`src/rtl/ahb_pkg.sv`:
```
// Shared AHB encodings, plus the response-mux select and default-slave state codes.
package ahb_pkg;

    localparam logic [1:0] HTRANS_IDLE   = 2'b00;
    localparam logic [1:0] HTRANS_BUSY   = 2'b01;
    localparam logic [1:0] HTRANS_NONSEQ = 2'b10;
    localparam logic [1:0] HTRANS_SEQ    = 2'b11;

    localparam logic RESP_OKAY  = 1'b0;
    localparam logic RESP_ERROR = 1'b1;

    typedef enum logic [1:0] {
        SEL_DEF = 2'd0,
        SEL_S1  = 2'd1,
        SEL_S2  = 2'd2
    } sel_e;

    localparam logic [1:0] DS_IDLE = 2'd0;
    localparam logic [1:0] DS_ERR1 = 2'd1;
    localparam logic [1:0] DS_ERR2 = 2'd2;

    // NONSEQ and SEQ carry data; IDLE and BUSY get a zero-wait OKAY.
    function automatic logic is_transfer(input logic [1:0] htrans);
        case (htrans)
            HTRANS_IDLE, HTRANS_BUSY:  return 1'b0;
            HTRANS_NONSEQ, HTRANS_SEQ: return 1'b1;
            default:                   return 1'b0;
        endcase
    endfunction

endpackage

```
`src/rtl/ahb_default_slave.sv`:
```
// Default slave for unmapped addresses: two-cycle ERROR for real transfers, OKAY otherwise.
module ahb_default_slave
    import ahb_pkg::*;
(
    input  logic       HCLK,
    input  logic       HRESETn,
    input  logic       HSEL,
    input  logic [1:0] HTRANS,
    input  logic       HREADY,
    output logic       HREADYOUT,
    output logic       HRESP
);

    logic [1:0] state_q;
    logic [1:0] state_d;
    logic       req;

    assign req = HSEL && is_transfer(HTRANS);

    always_comb begin
        // NOTE: assign a default before the case so no path leaves state_d unassigned (no latch).
        state_d = state_q;
        case (state_q)
            DS_IDLE: if (HREADY && req) state_d = DS_ERR1;
            DS_ERR1: state_d = DS_ERR2;
            DS_ERR2: state_d = req ? DS_ERR1 : DS_IDLE;
            default: state_d = DS_IDLE;
        endcase
    end

    // NOTE: flops use non-blocking assignments so every register samples pre-edge values.
    always_ff @(posedge HCLK or negedge HRESETn) begin
        if (!HRESETn) state_q <= DS_IDLE;
        else          state_q <= state_d;
    end

    always_comb begin
        HREADYOUT = 1'b1;
        HRESP     = RESP_OKAY;
        case (state_q)
            DS_ERR1: begin
                HREADYOUT = 1'b0;
                HRESP     = RESP_ERROR;
            end
            DS_ERR2: HRESP = RESP_ERROR;
            default: ;
        endcase
    end

endmodule

```
`src/rtl/ahb_resp_mux.sv`:
```
// AHB slave-to-master response mux with a data-phase select register and a default slave.
module ahb_resp_mux
    import ahb_pkg::*;
(
    input  logic        HCLK,
    input  logic        HRESETn,
    input  logic        HSEL_Default,
    input  logic        HSEL_S1,
    input  logic        HSEL_S2,
    input  logic [1:0]  HTRANS,
    input  logic [31:0] HRDATA_S1,
    input  logic [31:0] HRDATA_S2,
    input  logic        HREADYOUT_S1,
    input  logic        HREADYOUT_S2,
    input  logic        HRESP_S1,
    input  logic        HRESP_S2,
    output logic [31:0] HRDATA,
    output logic        HREADY,
    output logic        HRESP
);

    sel_e sel_q;
    logic def_readyout;
    logic def_resp;

    ahb_default_slave u_default_slave (
        .HCLK      (HCLK),
        .HRESETn   (HRESETn),
        .HSEL      (HSEL_Default),
        .HTRANS    (HTRANS),
        .HREADY    (HREADY),
        .HREADYOUT (def_readyout),
        .HRESP     (def_resp)
    );

    // Address phase is accepted only when the current data phase completes.
    always_ff @(posedge HCLK or negedge HRESETn) begin
        if (!HRESETn) begin
            sel_q <= SEL_DEF;
        end else if (HREADY) begin
            if (HSEL_S1)      sel_q <= SEL_S1;
            else if (HSEL_S2) sel_q <= SEL_S2;
            else              sel_q <= SEL_DEF;
        end
    end

    always_comb begin
        HRDATA = 32'h0000_0000;
        HREADY = def_readyout;
        HRESP  = def_resp;
        case (sel_q)
            SEL_S1: begin
                HRDATA = HRDATA_S1;
                HREADY = HREADYOUT_S1;
                HRESP  = HRESP_S1;
            end
            SEL_S2: begin
                HRDATA = HRDATA_S2;
                HREADY = HREADYOUT_S2;
                HRESP  = HRESP_S2;
            end
            default: ;
        endcase
    end

endmodule

```
`config.mk`:
```
export PLATFORM = sky130hd
export DESIGN_NAME = ahb_resp_mux
export DESIGN_NICKNAME = d
export VERILOG_FILES = /design/src/rtl/ahb_pkg.sv /design/src/rtl/ahb_default_slave.sv /design/src/rtl/ahb_resp_mux.sv
export SDC_FILE = /design/constraint.sdc
export NUM_CORES = 1
export LEC_CHECK = 0
export CAP_MARGIN = 20
export CORE_MARGIN = 10
export CORE_UTILIZATION = 25
export CTS_CLUSTER_DIAMETER = 30
export CTS_CLUSTER_SIZE = 10
export DETAILED_ROUTE_END_ITERATION = 7
export PLACE_DENSITY = 0.94
export SLEW_MARGIN = 10
export SYNTH_ARGS = -nofsm -noshare
export SYNTH_HDL_FRONTEND = slang
export SYNTH_SLANG_ARGS = --single-unit
```
`constraint.sdc`:
```
create_clock -name HCLK -period 4.5 [get_ports HCLK]
set_input_delay 0.9 -clock HCLK [delete_from_list [all_inputs] [get_ports HCLK]]
set_output_delay 0.9 -clock HCLK [all_outputs]
set_load 0.02 [all_outputs]
```
; ---- Yosys cells after proc, flatten, opt, wreduce, memory -nomap -nowiden
; Index checks and enable logic that the tools add are counted.
; Widths: inputs -> output; s select.
[totals]
reg_bits = 4
inputBits = 75
out_inout_bits = 34
elab_cells = 28
[op_classes]
n_eq_ne = 8
mux = 11
n_reduce_logical = 7
[op_table]
columns = cell, n
row1 = $pmux 32 s2, 1
row2 = $eq 2x2->1 const B, 4
row3 = $eq 2x1->1 const B, 3
row4 = $mux 2, 3
row5 = $pmux 1 s2, 3
row6 = $pmux 2 s3, 1
row7 = $reduce_or 2->1, 3
row8 = $logic_not 2->1, 2
row9 = $mux 1, 3
row10 = $logic_and 1x1->1, 2
row11 = $ne 2x1->1 const B, 1

; ---- Logic depth before layout (Yosys ltp)
; Gate-level depths: netlist of run 1.
[depth]
word_depth = 7
mapped_depth = 6
depth_no_buf = 5

; ---- Hierarchy
; A second synthesis of run 1 with hierarchy kept.
[hier_totals]
hier_cells = 109
area_unflattened_um2 = 753.2
[by_module_without_submodules]
columns = module, instances, cells_each, area_each_um2, seq_area_each_um2
row1 = ahb_resp_mux, 1, 92, 578.1, 50.0
row2 = ahb_default_slave, 1, 17, 175.2, 50.0

; ---- Worst setup path before layout of run 1
; Ideal clock, no wire load.
[synth_timing]
kind = input to output
startpoint = input port HREADYOUT_S2
endpoint = output port HREADY
arrival_time_ns = 1.508
required_time_ns = 3.600
slack_ns = 2.092
path_stages = 2
path_buffers = 0
cell_sequence = a221o_1 > and2_1
[synth_via]
elab_chain_len = 1
[synth_lines]
columns = element, line_no
row1 = "start, declared", ahb_resp_mux.sv:14  ; input logic HREADYOUT_S2,
row2 = $pmux 1 s2, ahb_resp_mux.sv:51  ; case (sel_q)
row3 = "end, declared", ahb_resp_mux.sv:18  ; output logic HREADY,
; No other way between the ends.

; ---- Final worst setup path of run 1
; Ends and elaborated chain as after synthesis.

==> impl_metrics.csv, run 1 <==
group,metric,value,unit
route,route.vias.total,1199,
critical_path,path_buf_inv,2,
synthesis,synth_xor_area_share,0,%
status,outcome,"finished, final reports clean",
synthesis,yosys_warnings,0,
floorplan,die_h,74.1,um
clocking,cts-htree-levels,1,
route,first_iter_violations,23,
clocking,clk_pin_slew_worst_paths,0.04,ns
sta,relSlewSlack,58.5,%
floorplan,core_area,2780,sq um
global_route,grt_max_degree,21,
critical_path,cpPeakStageDelay,0.54,ns
critical_path,start_kind,"input pin",
clocking,cts_tree,"built",
synthesis,synthCells,108,
critical_path,r2r-start,"sel_q[0]",
clocking,cts_setup_buffers,0,
sta,max_freq,299,MHz
synthesis,synth-seq-cells,4,
critical_path,cp-end-kind,"output pin",
pwr,power_leakage,0.715,nW
final_layout,drive_above_1_share,3.35,%
placement,routabilityCongestion,0.771,
global_route,grt_usage,13.7,%
route,dr.pass1.iters,4,
synthesis,ys_types,19,
critical_path,cp_cell_sequence,"clkdlybuf4s50_1 > a221o_1 > and2_1 > clkdlybuf4s50_1",
sta,finalSetupViolations,0,
pwr,power.density,551,nW/um^2
synthesis,synth.area.top_cells,"a22oi_1, nor2_1, dfrtp_1, ha_1, clkbuf_1",
synthesis,synth_top_area_share,33.9,%
critical_path,rrSetupSlack,2.49,ns
worst_hold_path,min_to,"sel_q[0]",
synthesis,synth-edff-count,0,
critical_path,ff2ff_path_depth,5,
clocking,ctsResizeCount,0,
synthesis,avgSynthCellArea,6.77,sq um
global_route,antenna_found_initial,0,
route,drt_wl_total,4070,um
clocking,cts-root-buf,"clkbuf_4",
critical_path,cp.required,3.60,ns
critical_path,cp_common_cell,"clkdlybuf4s50_1",
sta,layout_min_cycle_time,3.35,ns
placement,place_area,1810,sq um
final_layout,area_growth,151,%
clocking,clk_latency,0.23,ns
route,vias_per_cell,5.00,
critical_path,r2r_end,"u_default_slave.state_q[1]",
global_route,grt_pass1_vias,1321,
floorplan,initial_core_util,26.3,%
placement,post-dp-hpwl,3470,um
critical_path,critical_path_arrival,2.45,ns
floorplan,fp-row-count,19,
synthesis,yosysMostFrequentCell,"a22oi_1",
synthesis,synth_compound_area_share,40.8,%
critical_path,critical_path_class,"in -> out",
floorplan,num_io_pins,109,
sta,worst_pin_slew,0.623,ns
pwr,max-vdd-ir-drop,0.423,mV
sta,report.final.slew_viol_count,0,
final_layout,fin_area,1830,sq um
synthesis,syn-num-nets,190,
clocking,cts_sinks,4,
critical_path,critPathSlowestCell,"clkdlybuf4s50_1",
worst_hold_path,hold_start,"sel_q[0]",
sta,finalHoldViolations,0,
synthesis,synthFlopType,"dfrtp_1",
clocking,cts_hold_buf,0,
worst_hold_path,hold_path_depth,2,
global_route,grt_pass1_wl,6070,um
global_route,grt.overflow.total,0,
floorplan,dieArea,5480,sq um
critical_path,cp_top_family,"buffers and inverters",
final_layout,num_antenna_cells,0,
synthesis,yosys.area_share.simple,21.6,%
flow_run,max-cap-violations,0,
synthesis,synthTopCellsByCount,"a22oi_1, nor2_1, clkbuf_1",
synthesis,synth-adder-area-share,12.0,%
synthesis,ys_seq_area_share,13.7,%
placement,portBuffers,107,
critical_path,crit_path_start,"HREADYOUT_S2",
clocking,numCtsBuffers,3,
synthesis,synth_top_area_cell,"a22oi_1",
sta,tns,0,ns
sta,rsz0062_at_grt,"no",
synthesis,muxShareOfSynthArea,2.05,%
floorplan,die_w,74.1,um
route,drc_errors,0,
synthesis,synthArstFlopShare,100,%
synthesis,synth_top_family_by_area,"compound AO/OA/AOI/OAI gates",
route,ant_nets,0,
critical_path,path_max_fanout,5,
clocking,cts_buffer_depth,2,
worst_hold_path,hold_class,"reg -> reg",
sta,skew,0.00323,ns
sta,period_share,74.4,%
final_layout,fin_nets,293,
synthesis,synth.cell_area,731,sq um
route,wire_per_inst,16.9,um
==> worst max path at each step <==
stage | slack, ns | cells after the start | end
2_1_floorplan | 2.09 | 2 | HREADY
3_3_place_gp | 1.16 | 4 | HREADY
3_5_place_dp | 1.14 | 4 | HREADY
4_1_cts | 1.14 | 4 | HREADY
5_1_grt | 1.02 | 6 | HRDATA[4]
6_report | 1.15 | 4 | HREADY
==> metrics by stage <==
step	hold slack, ns	setup WS, ns	instances	power (mW)	util (%)
3_3_place_gp	0.542	1.16	237	0.965	65.0
2_1_floorplan	0.519	2.09	108	0.584	-
4_1_cts	0.563	1.14	240	1.02	65.9
6_report	0.556	1.15	240	1.01	65.9
5_1_grt	0.591	1.02	240	1.09	65.9
3_5_place_dp	0.558	1.14	237	0.973	65.0
==> cells by family after synthesis <==
logic type,count (synthesis)
AND/OR/NAND/NOR,39
adder cells (fa/ha/maj),7
AO/OA/AOI/OAI,40
multiplexers,1
flip-flops,4
buffers and inverters,17
==> final cells by class <==
| class | instances | area [sq um] |
|---|---|---|
| fill | 245 | 950 |
| sequential | 4 | 100 |
| tap | 31 | 38.8 |
| clock buffer | 3 | 22.5 |
| multi-input combinational | 87 | 558 |
| timing repair buffer | 110 | 1090 |
| inverter | 5 | 18.8 |
==> worst reg2reg max path: stages (launching register included) <==
cell and delay (ns):
dfrtp_1 0.34, inv_1 0.06, ha_1 0.50, a221o_1 0.42, a41o_1 0.28, mux2_4 0.30
==> routing by layer <==
layer	GRT usage, %	wire length [um]	share of wire, %	vias to the layer above
met5	0	0	0	-
met4	3.73	27	0.66	0
met3	7.98	649	16	2
met2	23.5	1860	46	75
met1	13.8	1530	38	525
li1	-	-	-	597
==> state kept, by name (all words and copies together), names as in the netlist <==
signal and cells:
sel_q 2, u_default_slave.state_q 2
==> report_power, final <==
| group | internal (mW) | switching (mW) |
|---|---|---|
| Clock | 0.0297 | 0.0128 |
| Combinational | 0.412 | 0.494 |
| Sequential | 0.0505 | 0.0111 |
| Total | 0.492 | 0.518 |
==> placed cells by master, fill, tap and decap left out, types with 3 or more instances in the layout <==
master	netlist	layout
clkdlybuf4s50_1	0	107
a22oi_1	33	33
nor2_1	32	32
nand2_1	3	3
clkbuf_4	0	3
buf_4	0	3
inv_1	5	5
o21ai_1	3	3
ha_1	7	7
dfrtp_1	4	4
No activity file was read; power rests on OpenSTA's default activity.
==> inputs of run 2 (changes only) <==
--- a/config.mk
+++ b/config.mk
@@ -7,11 +7,11 @@
 export LEC_CHECK = 0
 export CAP_MARGIN = 20
 export CORE_MARGIN = 10
-export CORE_UTILIZATION = 25
+export CORE_UTILIZATION = 23
 export CTS_CLUSTER_DIAMETER = 30
 export CTS_CLUSTER_SIZE = 10
 export DETAILED_ROUTE_END_ITERATION = 7
-export PLACE_DENSITY = 0.94
+export PLACE_DENSITY = 0.88
 export SLEW_MARGIN = 10
 export SYNTH_ARGS = -nofsm -noshare
 export SYNTH_HDL_FRONTEND = slang
==> constraint.sdc (replaced) <==
create_clock -name HCLK -period 3.3 [get_ports HCLK]
set_input_delay 0.66 -clock HCLK [delete_from_list [all_inputs] [get_ports HCLK]]
set_output_delay 0.66 -clock HCLK [all_outputs]
set_load 0.02 [all_outputs]
==> run 2 against run 1 <==
  * Worst hold slack better by 0.017 ns
  * Clock skew fell by 0.0013 ns
  * Register-to-register slack got worse by 1.1 ns
  * Critical path depth is the same
  * Global-route usage down 0.40 points
  * Clock power rose by 36%
  * Sequential share of layout area down 0.11 points
  * Via count rose by 4.1%
  * Critical path type unchanged
  * Largest cell class unchanged
==> impl_metrics.csv, run 2 (same netlist as run 1, synthesis figures left out) <==
group,metric,value,unit
critical_path,critical_path_arrival,2.26,ns
floorplan,initial_core_util,23.9,%
placement,routabilityCongestion,0.787,
clocking,clk_pin_slew_worst_paths,0.03,ns
floorplan,die_w,76.4,um
clocking,cts_sinks,4,
final_layout,layout_common_cells,"clkdlybuf4s50_1, a22oi_1, nor2_1",
pwr,power_leakage,0.730,nW
clocking,cts_tree,"built",
floorplan,fp-row-count,20,
final_layout,fin_nets,296,
global_route,grt.overflow.total,0,
sta,relSlewSlack,73.7,%
worst_hold_path,hold_class,"reg -> reg",
critical_path,critical_path_class,"in -> out",
clocking,cts_buffer_depth,2,
final_layout,num_antenna_cells,0,
critical_path,crit_path_start,"HREADYOUT_S2",
route,dr.pass1.iters,4,
clocking,cts_setup_buffers,0,
worst_hold_path,hold_start,"sel_q[0]",
final_layout,largestRegisters,"sel_q x2, u_default_slave.state_q x2",
clocking,numCtsBuffers,3,
placement,post-dp-hpwl,3570,um
route,first_iter_violations,61,
route,vias_per_cell,4.88,
route,route.vias.total,1248,
floorplan,dieArea,5830,sq um
final_layout,area_growth,156,%
pwr,max-vdd-ir-drop,0.343,mV
critical_path,cp-end-kind,"output pin",
floorplan,core_area,3050,sq um
global_route,antenna_found_initial,0,
route,wire_per_inst,16.3,um
sta,report.final.slew_viol_count,0,
route,drc_errors,0,
final_layout,layout_commonest_cell,"clkdlybuf4s50_1",
flow_run,max-cap-violations,0,
final_layout,fill_cells,292,
clocking,ctsResizeCount,0,
final_layout,fin_util,61.3,%
sta,finalSetupViolations,0,
critical_path,start_kind,"input pin",
critical_path,r2r-start,"sel_q[0]",
status,outcome,"finished, final reports clean",
sta,layout_min_cycle_time,2.92,ns
global_route,grt_max_degree,24,
sta,worst_pin_slew,0.395,ns
placement,portBuffers,107,
critical_path,critPathSlowestCell,"clkdlybuf4s50_1",
critical_path,cp.required,2.64,ns
clocking,clk_latency,0.23,ns
route,drt_wl_total,4170,um
clocking,cts_hold_buf,0,
critical_path,cpPeakStageDelay,0.55,ns
final_layout,drive_above_1_share,4.72,%
critical_path,cp_common_cell,"clkdlybuf4s50_1",
global_route,grt_usage,13.3,%
sta,max_freq,343,MHz
global_route,grt_pass1_vias,1281,
sta,finalHoldViolations,0,
clocking,cts-htree-levels,1,
route,ant_nets,0,
critical_path,cp_cell_sequence,"clkdlybuf4s50_1 > a221o_1 > and2_1 > clkdlybuf4s50_1",
critical_path,path_max_fanout,5,
sta,period_share,88.4,%
sta,tns,0,ns
sta,skew,0.00190,ns
sta,rsz0062_at_grt,"no",
global_route,grt_pass1_wl,6400,um
floorplan,num_io_pins,109,
clocking,cts-root-buf,"clkbuf_4",
floorplan,die_h,76.4,um
pwr,power.density,754,nW/um^2
## run 2: cell count changes in the layout (fill, tap and decap cells not counted)
cell | previous run | this run
buf_4 | 3 | 6
## run 2: through the flow
stage / setup slack [ns] / area, sq um / instances / power, mW / hold slack (ns)
global placement: 0.435 / 1850 / 253 / 1.35 / 0.553
global route: 0.234 / 1870 / 256 / 1.53 / 0.596
finish: 0.381 / 1870 / 256 / 1.41 / 0.573
detailed placement: 0.386 / 1850 / 253 / 1.37 / 0.571
CTS: 0.370 / 1870 / 256 / 1.43 / 0.580
floorplan: 1.25 / 731 / 108 / 0.797 / 0.364
## run 2: metal layers
metal	routed length (um)	share of wire, %	up-vias	GRT usage [%]
met5	0	0	-	0
met3	379	9.1	4	4.83
met1	1790	43	565	15.3
met2	1940	47	78	21.7
met4	54	1.3	0	5.20
li1	-	-	601	-
## run 2: critical path, delay by kind of cell
family	cells	cell delay, ns
AOI/OAI and AO/OA	1	0.43
buffers and inverters	2	0.97
and+or+nand+nor	1	0.19
## run 2: path summary, 6_finish.rpt
check	end	cells past startpoint	slack, ns
hold reg to reg	sel_q[0]	2	0.57
min in group asynchronous	u_default_slave.state_q[1]	1	0.64
max in group asynchronous	sel_q[0]	1	2.49
setup reg to reg	u_default_slave.state_q[1]	5	1.41
hold / removal	sel_q[0]	2	0.57
setup / recovery	HREADY	4	0.38
## run 2: power by group
part	internal (mW)	total [mW]	switching, mW	leakage (nW)
registers	0.0690	0.0844	0.0154	0.0514
clock network	0.0405	0.0580	0.0175	0.0138
logic	0.583	1.27	0.685	0.665
total	0.693	1.41	0.718	0.730
## run 2: layout make-up
class                      instances  area (sq um)  share of cell area (%)
tap                               44          55.1                    2.94
multi-input combinational         87           558                    29.8
clock buffer                       3          22.5                    1.20
inverter                           5          18.8                    1.00
sequential                         4           100                    5.35
timing repair buffer             113          1120                    59.7
==> inputs of run 3 (changes only) <==
--- a/config.mk
+++ b/config.mk
@@ -5,6 +5,7 @@
 export SDC_FILE = /design/constraint.sdc
 export NUM_CORES = 1
 export LEC_CHECK = 0
+export ABC_CLOCK_PERIOD_IN_PS = 2800
 export CAP_MARGIN = 20
 export CORE_MARGIN = 10
 export CORE_UTILIZATION = 23
@@ -16,3 +17,4 @@
 export SYNTH_ARGS = -nofsm -noshare
 export SYNTH_HDL_FRONTEND = slang
 export SYNTH_SLANG_ARGS = --single-unit
+export TNS_END_PERCENT = 10
==> constraint.sdc (replaced) <==
create_clock -name HCLK -period 2.8 [get_ports HCLK]
set_input_delay 0.56 -clock HCLK [delete_from_list [all_inputs] [get_ports HCLK]]
set_output_delay 0.56 -clock HCLK [all_outputs]
set_load 0.02 [all_outputs]
==> run 3 against run 2 <==
  * Wire length shrank 1.8%
  * Flip-flop and latch count stayed put
  * Clock skew is 0.0021 ns higher
  * Non-clock buffer count grew 1
  * Global-route usage is 0.24 points higher
  * Largest power group unchanged
==> impl_metrics.csv, run 3 (same netlist as run 1, synthesis figures left out) <==
group,metric,value,unit
sta,tns,0,ns
sta,skew,0.00399,ns
final_layout,num_antenna_cells,0,
final_layout,layout_commonest_cell,"clkdlybuf4s50_1",
final_layout,fin_util,61.5,%
route,first_iter_violations,27,
floorplan,core_area,3050,sq um
final_layout,layout_common_cells,"clkdlybuf4s50_1, a22oi_1, nor2_1",
placement,portBuffers,107,
floorplan,initial_core_util,23.9,%
floorplan,num_io_pins,109,
route,ant_nets,0,
pwr,power.total,1.67,mW
worst_hold_path,hold_class,"in -> async",
sta,finalHoldViolations,0,
sta,setup_ws,0.180,ns
status,outcome,"finished, final reports clean",
critical_path,path_max_fanout,24,
sta,layout_min_cycle_time,2.62,ns
pwr,power_leakage,0.735,nW
route,wire_per_inst,15.9,um
global_route,grt_max_degree,25,
global_route,grt_usage,13.5,%
critical_path,critical_path_arrival,2.06,ns
sta,rsz0062_at_grt,"no",
placement,routabilityCongestion,0.750,
floorplan,die_h,76.4,um
clocking,clk_latency,0.24,ns
route,dr.pass1.iters,4,
sta,relSlewSlack,82.6,%
global_route,grt_pass1_wl,6540,um
route,drc_errors,0,
floorplan,fp-row-count,20,
floorplan,dieArea,5830,sq um
clocking,cts_hold_buf,0,
clocking,ctsResizeCount,0,
sta,whs,0.525,ns
sta,report.final.slew_viol_count,0,
placement,post-dp-hpwl,3590,um
floorplan,die_w,76.4,um
route,route.vias.total,1221,
clocking,clk_pin_slew_worst_paths,0.04,ns
route,vias_per_cell,4.75,
pwr,max-vdd-ir-drop,0.484,mV
final_layout,fill_cells,288,
global_route,antenna_found_initial,0,
final_layout,drive_above_1_share,5.16,%
critical_path,rrSetupSlack,0.89,ns
final_layout,fin_nets,297,
sta,period_share,93.6,%
clocking,cts-htree-levels,1,
final_layout,largestRegisters,"sel_q x2, u_default_slave.state_q x2",
clocking,cts_sinks,4,
clocking,cts-root-buf,"clkbuf_4",
flow_run,max-cap-violations,0,
pwr,power.density,889,nW/um^2
global_route,grt.overflow.total,0,
sta,worst_pin_slew,0.261,ns
sta,finalSetupViolations,0,
clocking,numCtsBuffers,3,
clocking,cts_buffer_depth,2,
sta,max_freq,382,MHz
clocking,cts_tree,"built",
critical_path,start_kind,"flip-flop",
placement,dp_slack,0.214,ns
final_layout,area_growth,157,%
global_route,grt_pass1_vias,1297,
route,drt_wl_total,4090,um
critical_path,cp-end-kind,"output pin",
critical_path,cp.required,2.24,ns
critical_path,critical_path_class,"reg -> out",
clocking,cts_setup_buffers,0,
run 3: cell types whose count changed in the layout (fill, tap and decap cells not counted):
cell | before | now
buf_4 | 6 | 7
run 3: worst paths after layout:
kind	from	cells after the start	end
worst min-delay path	HRESETn	1	sel_q[1]
min in group HCLK	sel_q[0]	2	sel_q[0]
worst max register to register	sel_q[0]	6	u_default_slave.state_q[1]
worst min register to register	sel_q[0]	2	sel_q[0]
max in group asynchronous	HRESETn	1	u_default_slave.state_q[0]
worst max-delay path	sel_q[0]	5	HRDATA[21]
run 3: final cells by class:
type	instances	area, sq um	share of cell area, %
flip-flops and latches	4	100	5.33
inverters	5	18.8	0.999
multi-input cells	87	558	29.7
repair buffers	114	1120	59.8
clock buffers	3	22.5	1.20
well taps	44	55.1	2.93
run 3: worst max-delay path, stage by stage, from the launching register on:
cell and delay (ns):
dfrtp_1 0.34, inv_1 0.06, ha_1 0.38, buf_4 0.25, nor2_1 0.15, clkdlybuf4s50_1 0.63
run 3: per-stage QoR:
step,cells,area [sq um]
2_1_floorplan,108,731
3_3_place_gp,254,1860
3_5_place_dp,254,1860
4_1_cts,257,1880
5_1_grt,257,1880
6_report,257,1880
run 3: routing by layer:
layer  up-vias  GRT usage (%)  part of all wire [%]
met4         0           3.90                  0.83
met5         -              0                     0
li1        607              -                     -
met3         2           5.19                   9.5
met1       542           14.9                    43
met2        70           23.3                    47
run 3: where the power goes:
group / leakage, nW / internal [mW] / switching [mW]
clock: 0.0138 / 0.0480 / 0.0242
sequential: 0.0514 / 0.0812 / 0.0175
combinational: 0.670 / 0.702 / 0.797
total: 0.735 / 0.831 / 0.839
